File: src/rtl/gate_sweep_ctrl_pkg.sv
// Shared types and constants for the gate sweep sequencer.
// State encoding is plain binary; the dwell counter width is fixed here.
package gate_sweep_ctrl_pkg;

  localparam int unsigned CntW = 16;

  typedef enum logic [1:0] {
    StIdle = 2'd0,
    StRun  = 2'd1,
    StDone = 2'd2
  } state_e;

endpackage

File: src/rtl/gate_sweep_ctrl_if.sv
// Bundle between the sweep sequencer and the board side (buttons, LEDs, gate under control).
interface gate_sweep_ctrl_if #(
  parameter int unsigned N_IN = 2
);
  localparam int unsigned NVec = 2 ** N_IN;

  logic            start;
  logic            z0;
  logic [N_IN-1:0] x;
  logic            busy;
  logic            done;
  logic [NVec-1:0] truth_table;
  logic            pass;
  logic            fail;

  modport master (
    input  start, z0,
    output x, busy, done, truth_table, pass, fail
  );

  modport slave (
    output start, z0,
    input  x, busy, done, truth_table, pass, fail
  );

endinterface

File: src/rtl/gate_sweep_ctrl_dwell_counter.sv
// 16-bit dwell counter with clear/enable; tc_o flags the last cycle of a dwell period.
module gate_sweep_ctrl_dwell_counter
  import gate_sweep_ctrl_pkg::*;
#(
  parameter int unsigned DWELL = 12
) (
  input  logic clk,
  input  logic rstn,
  input  logic clr_i,
  input  logic en_i,
  output logic tc_o
);

  localparam logic [CntW-1:0] LastCnt = CntW'(DWELL - 1);

  logic [CntW-1:0] cnt_q, cnt_d;

  always_comb begin
    cnt_d = cnt_q;
    if (clr_i) begin
      cnt_d = '0;
    end else if (en_i) begin
      cnt_d = cnt_q + 1'b1;
    end
  end

  always_ff @(posedge clk) begin
    if (!rstn) begin
      cnt_q <= '0;
    end else begin
      cnt_q <= cnt_d;
    end
  end

  assign tc_o = (cnt_q == LastCnt);

endmodule

File: src/rtl/gate_sweep_ctrl.sv
// Drives every input vector of a combinational gate in ascending order, samples z0 at the
// end of each dwell period, and compares the captured truth table with EXPECT.
module gate_sweep_ctrl
  import gate_sweep_ctrl_pkg::*;
#(
  parameter int unsigned         N_IN   = 2,
  parameter int unsigned         DWELL  = 12,
  parameter logic [2**N_IN-1:0]  EXPECT = 4'b1110
) (
  input logic              clk,
  input logic              rstn,
  gate_sweep_ctrl_if.master bus
);

  localparam int unsigned     NVec    = 2 ** N_IN;
  localparam logic [N_IN-1:0] LastIdx = N_IN'(NVec - 1);

  state_e          state_q, state_d;
  logic [N_IN-1:0] idx_q, idx_d;
  logic [NVec-1:0] tbl_q, tbl_d;
  logic            pass_q, pass_d;
  logic            fail_q, fail_d;
  logic            cnt_clr, cnt_en, tc;

  gate_sweep_ctrl_dwell_counter #(
    .DWELL (DWELL)
  ) u_dwell (
    .clk   (clk),
    .rstn  (rstn),
    .clr_i (cnt_clr),
    .en_i  (cnt_en),
    .tc_o  (tc)
  );

  always_comb begin
    state_d = state_q;
    idx_d   = idx_q;
    tbl_d   = tbl_q;
    pass_d  = pass_q;
    fail_d  = fail_q;
    cnt_en  = 1'b0;
    cnt_clr = 1'b1;
    unique case (state_q)
      StIdle: begin
        if (bus.start) begin
          state_d = StRun;
          idx_d   = '0;
          tbl_d   = '0;
          pass_d  = 1'b0;
          fail_d  = 1'b0;
        end
      end
      StRun: begin
        cnt_en  = 1'b1;
        cnt_clr = tc;
        if (tc) begin
          tbl_d[idx_q] = bus.z0;
          if (idx_q == LastIdx) begin
            state_d = StDone;
          end else begin
            idx_d = idx_q + 1'b1;
          end
        end
      end
      StDone: begin
        state_d = StIdle;
        idx_d   = '0;
        pass_d  = (tbl_q == EXPECT);
        fail_d  = (tbl_q != EXPECT);
      end
      default: state_d = StIdle;
    endcase
  end

  always_ff @(posedge clk) begin
    if (!rstn) begin
      state_q <= StIdle;
      idx_q   <= '0;
      tbl_q   <= '0;
      pass_q  <= 1'b0;
      fail_q  <= 1'b0;
    end else begin
      state_q <= state_d;
      idx_q   <= idx_d;
      tbl_q   <= tbl_d;
      pass_q  <= pass_d;
      fail_q  <= fail_d;
    end
  end

  // idx_q still holds the last vector during DONE, so mask x outside RUN.
  assign bus.x           = (state_q == StRun) ? idx_q : '0;
  assign bus.busy        = (state_q == StRun);
  assign bus.done        = (state_q == StDone);
  assign bus.truth_table = tbl_q;
  assign bus.pass        = pass_q;
  assign bus.fail        = fail_q;

endmodule
File: src/flat_wrapper.sv
// flat-port wrapper written by rule: the top's interface ports become plain ports
module gate_sweep_ctrl_flat import gate_sweep_ctrl_pkg::*;
#(
  parameter int unsigned         N_IN   = 2,
  parameter int unsigned         DWELL  = 12,
  parameter logic [2**N_IN-1:0]  EXPECT = 4'b1110
)
  (clk, rstn, bus_start, bus_z0, bus_x, bus_busy, bus_done, bus_truth_table, bus_pass, bus_fail);
  gate_sweep_ctrl_if #(.N_IN(N_IN)) bus_i ();
  input logic clk;
  input logic rstn;
  input wire logic [$bits(bus_i.start)-1:0] bus_start;
  input wire logic [$bits(bus_i.z0)-1:0] bus_z0;
  output wire logic [$bits(bus_i.x)-1:0] bus_x;
  output wire logic [$bits(bus_i.busy)-1:0] bus_busy;
  output wire logic [$bits(bus_i.done)-1:0] bus_done;
  output wire logic [$bits(bus_i.truth_table)-1:0] bus_truth_table;
  output wire logic [$bits(bus_i.pass)-1:0] bus_pass;
  output wire logic [$bits(bus_i.fail)-1:0] bus_fail;
  assign bus_i.start = bus_start;
  assign bus_i.z0 = bus_z0;
  assign bus_x = bus_i.x;
  assign bus_busy = bus_i.busy;
  assign bus_done = bus_i.done;
  assign bus_truth_table = bus_i.truth_table;
  assign bus_pass = bus_i.pass;
  assign bus_fail = bus_i.fail;
  gate_sweep_ctrl #(.N_IN(N_IN), .DWELL(DWELL), .EXPECT(EXPECT)) u_core (.clk(clk), .rstn(rstn), .bus(bus_i));
endmodule
File: config.mk
export PLATFORM = sky130hd
export DESIGN_NAME = gate_sweep_ctrl_flat
export DESIGN_NICKNAME = d
export VERILOG_FILES = /design/src/rtl/gate_sweep_ctrl_pkg.sv /design/src/rtl/gate_sweep_ctrl_if.sv /design/src/rtl/gate_sweep_ctrl_dwell_counter.sv /design/src/rtl/gate_sweep_ctrl.sv /design/src/flat_wrapper.sv
export SDC_FILE = /design/constraint.sdc
export NUM_CORES = 1
export LEC_CHECK = 0
export BUFFER_PORTS_ARGS = -buffer_cell sky130_fd_sc_hd__buf_2
export CAP_MARGIN = 30
export CORE_MARGIN = 1
export CORE_UTILIZATION = 35
export DETAILED_ROUTE_END_ITERATION = 10
export HOLD_SLACK_MARGIN = 0.08
export PLACE_DENSITY_LB_ADDON = 0.08
export SLEW_MARGIN = 20
export SYNTH_ARGS = -nofsm -noshare
export SYNTH_HDL_FRONTEND = slang
export SYNTH_SLANG_ARGS = --single-unit
File: constraint.sdc
create_clock -name clk -period 4.25 [get_ports clk]
set_clock_uncertainty 0.05 [all_clocks]
set_input_delay 0.425 -clock clk [delete_from_list [all_inputs] [get_ports clk]]
set_output_delay 0.425 -clock clk [all_outputs]
set_load 0.05 [all_outputs]
==> results.toml <==
[setup_path]
end_kind = "output port"
start_kind = "register"
crit_chain = "nor2b_1 > and2_1 > buf_2"
critPathKind = "reg2out"
cp.buffers_inverters = 1
slowest_stage = "nor2b_1"
crit_fanout = 12
arrival_ps = 2010
cp_data_required_time_ps = 3770
cpPeakStageDelay_ps = 640
critPathTopFamily = "simple AND/OR/NAND/NOR gates"

[logic_synthesis]
yosysWarnings = 0
yosysSeqAreaShare_pct = 40.62
postSynthCellCount = 145
synth_top_area_share_pct = 40.63
ys_seq_elements = 26
syn_area_sq_um = 1281
syn_avg_cell_area_sq_um = 8.836
synth.distinct_cells = 36
synth_top_area_cell = "dfxtp_1"
synth_nets = 154
synthTopCellsByArea = "dfxtp_1 41%, xnor2_1 6.2%, nor2_1 5.0%"

[global_routing]
grt_pass1_wl_mm = 4.491
antenna_found_initial = 0
track_usage_pct = 14.49
grt_pass1_vias = 1011
grt_overflow = 0
grt_max_degree = 17

[cells_and_area]
finalNetCount = 167
nFillCells = 364
syn_to_final_growth_pct = 9.766
insertedDiodeCount = 0
area.sequential_sq_um = 520.5
final_design_area_no_fill_sq_um = 1406
stdcell_count = 202
finish.utilization_pct = 41.17
drive_gt1_share_pct = 14.10
multi_input_area_sq_um = 714.4

[clocking]
clock-sinks = 26
cts_buffers = 3
cts_max_path_buffers = 2
cts_tree = "done"
cts_resized = 0
cts_setup_buffers = 0
ctsHoldBuffers = 0
clk_pin_slew_worst_paths_ps = 130
clk_latency_ps = 320
root_buffer = "clkbuf_4"
htreeDepth = 1

[timing]
timing.final.crit_share_pct = 58.56
final_hold_viol_count = 0
tightest_slew_ps = 709.1
slew_headroom_pct = 52.63
slew_violations = 0
tns_ps = 0
fmax_ghz = 0.4018
rsz0062_at_grt = "false"
setup_viol = 0
period_needed_ps = 2489
hold-worst-slack_ps = 384.9

[power]
ir_drop_uv = 169.2
p_per_area_nw_per_um2 = 261.4
cellLeakagePower_uw = 0.0005197
pwr-share-seq_pct = 67.6
p_sw_uw = 85.29
clock_power_share_pct = 28.0
p_comb_share_pct = 4.3
internal_power_uw = 282.4
swShare_pct = 23.20

[placement]
hpwl_mm = 1.932
place.gp.congestion = 0.7431
dpl-instance-area_sq_um = 1384
dp_cells = 199
io_buffers = 13

[die]
fp-row-count = 21
io-pin-count = 14
die_w_microns = 62.51
coreArea_sq_um = 3416
die_area_sq_um = 3907
die_y_microns = 62.51
initial_core_util_pct = 37.51

[detailed_routing]
wl_per_cell_microns = 12.50
totalWireLength_mm = 2.524
ant_nets = 0
drt_iter0_drc = 36
firstDrtPassIters = 4
drc = 0
viasPerCell = 5.119
via_count = 1034

[status]
status = "complete, no violations"

[min_path]
hold_path.class = "in2reg"

[flow_run]
maxCapViolations = 0
-- power groups by stage --
stage | Clock, uW | Combinational [uW] | Sequential [uW]
after detailed placement | 0 | 16.5 | 254
final | 103 | 16.0 | 249
after CTS | 110 | 16.5 | 249
after floorplan | 0 | 13.4 | 252
after global routing | 122 | 18.0 | 249
after global placement | 0 | 15.8 | 254
-- final cells by class --
type | count | share of cell area (%)
clock buffer | 3 | 1.601
inverter | 7 | 1.868
tap | 46 | 4.093
timing repair buffer | 13 | 4.626
sequential | 26 | 37.01
multi-input combinational | 107 | 50.80
-- worst paths after layout --
path | startpoint | endpoint | slack, ps | cells after the start
max | u_core.state_q[0]$_SDFFE_PN0P_ | bus_x[0] | 1760 | 3
min | bus_z0 | u_core.bus.truth_table[2]$_SDFFE_PN0P_ | 380 | 3
max reg2reg | u_core.state_q[0]$_SDFFE_PN0P_ | u_core.u_dwell.cnt_q[15]$_SDFFE_PP0P_ | 2010 | 3
min reg2reg | u_core.bus.truth_table[0]$_SDFFE_PN0P_ | u_core.bus.truth_table[0]$_SDFFE_PN0P_ | 440 | 2
-- worst min-delay path, cell delays in order --
cell,delay (ps)
buf_2,90
nand2_1,110
mux2i_1,80
-- flip-flops by register name (all words and copies together) (netlist names) --
signal                  count
u_core.u_dwell.cnt_q       16
u_core.bus.truth_table      4
u_core.idx_q                2
u_core.state_q              2
u_core.bus.fail             1
u_core.bus.pass             1
-- layout by cell type (no fill, tap or decap), types with 3 or more instances in the layout --
cell type | Yosys | layout
buf_2 | 1 | 13
nand4_1 | 5 | 5
xnor2_1 | 9 | 9
nand3_1 | 10 | 10
xor2_1 | 3 | 3
mux2i_1 | 5 | 5
clkbuf_4 | 0 | 3
nand2_1 | 10 | 10
nor3_1 | 6 | 6
nor4_1 | 6 | 6
nor2_1 | 17 | 17
ha_1 | 5 | 5
dfxtp_1 | 26 | 26
a21oi_1 | 4 | 4
inv_1 | 7 | 7
-- stage by stage --
| stage | power (uW) | setup slack (ps) |
|---|---|---|
| 2_1_floorplan | 265.5 | 1885 |
| 3_3_place_gp | 269.5 | 2087 |
| 3_5_place_dp | 270.5 | 1949 |
| 4_1_cts | 375.0 | 1717 |
| 5_1_grt | 389.1 | 1595 |
| 6_report | 367.6 | 1761 |
-- cells in the mapped netlist --
cell	number
buf_2	1
or4_4	1
o21ai_0	2
ha_1	5
and4_1	2
nor3b_1	1
nor2b_1	2
nand4_2	1
o31ai_1	1
a311oi_1	1
dfxtp_1	26
nor2_1	17
nand2_2	1
mux2i_1	5
or4_1	1
nor3_1	6
nand3_1	10
o21a_1	1
xor2_1	3
nand4b_4	1
nand4_1	5
a31o_2	1
a21oi_1	4
nand4b_1	2
nor4_1	6
nand3b_1	1
and2_1	2
inv_1	7
xnor2_1	9
and4bb_2	1
nand2b_1	1
o21bai_1	1
clkbuf_1	4
o211ai_1	2
nand2_1	10
and3_1	1
-- layer usage --
layer	vias to the layer above	track usage, %	share of wire, %
met5	-	0	0
met4	0	3.198	0.67
met3	2	4.562	3.5
met2	19	27.72	52
met1	478	15.21	44
li1	535	-	-
-- kinds of logic (layout without fill, tap and decap cells) --
kind of cell	after synthesis	in the layout	synth area share (%)
xor gates and xnor gates	12	12	8.204
DFF	26	26	40.63
muxes	5	5	3.906
buffers and inverters	12	23	3.613
adders and majority gates	5	5	4.883
AOI/OAI and AO/OA	13	13	6.641
and+or+nand+nor	72	72	32.13
(Power assumes the default switching activity.)
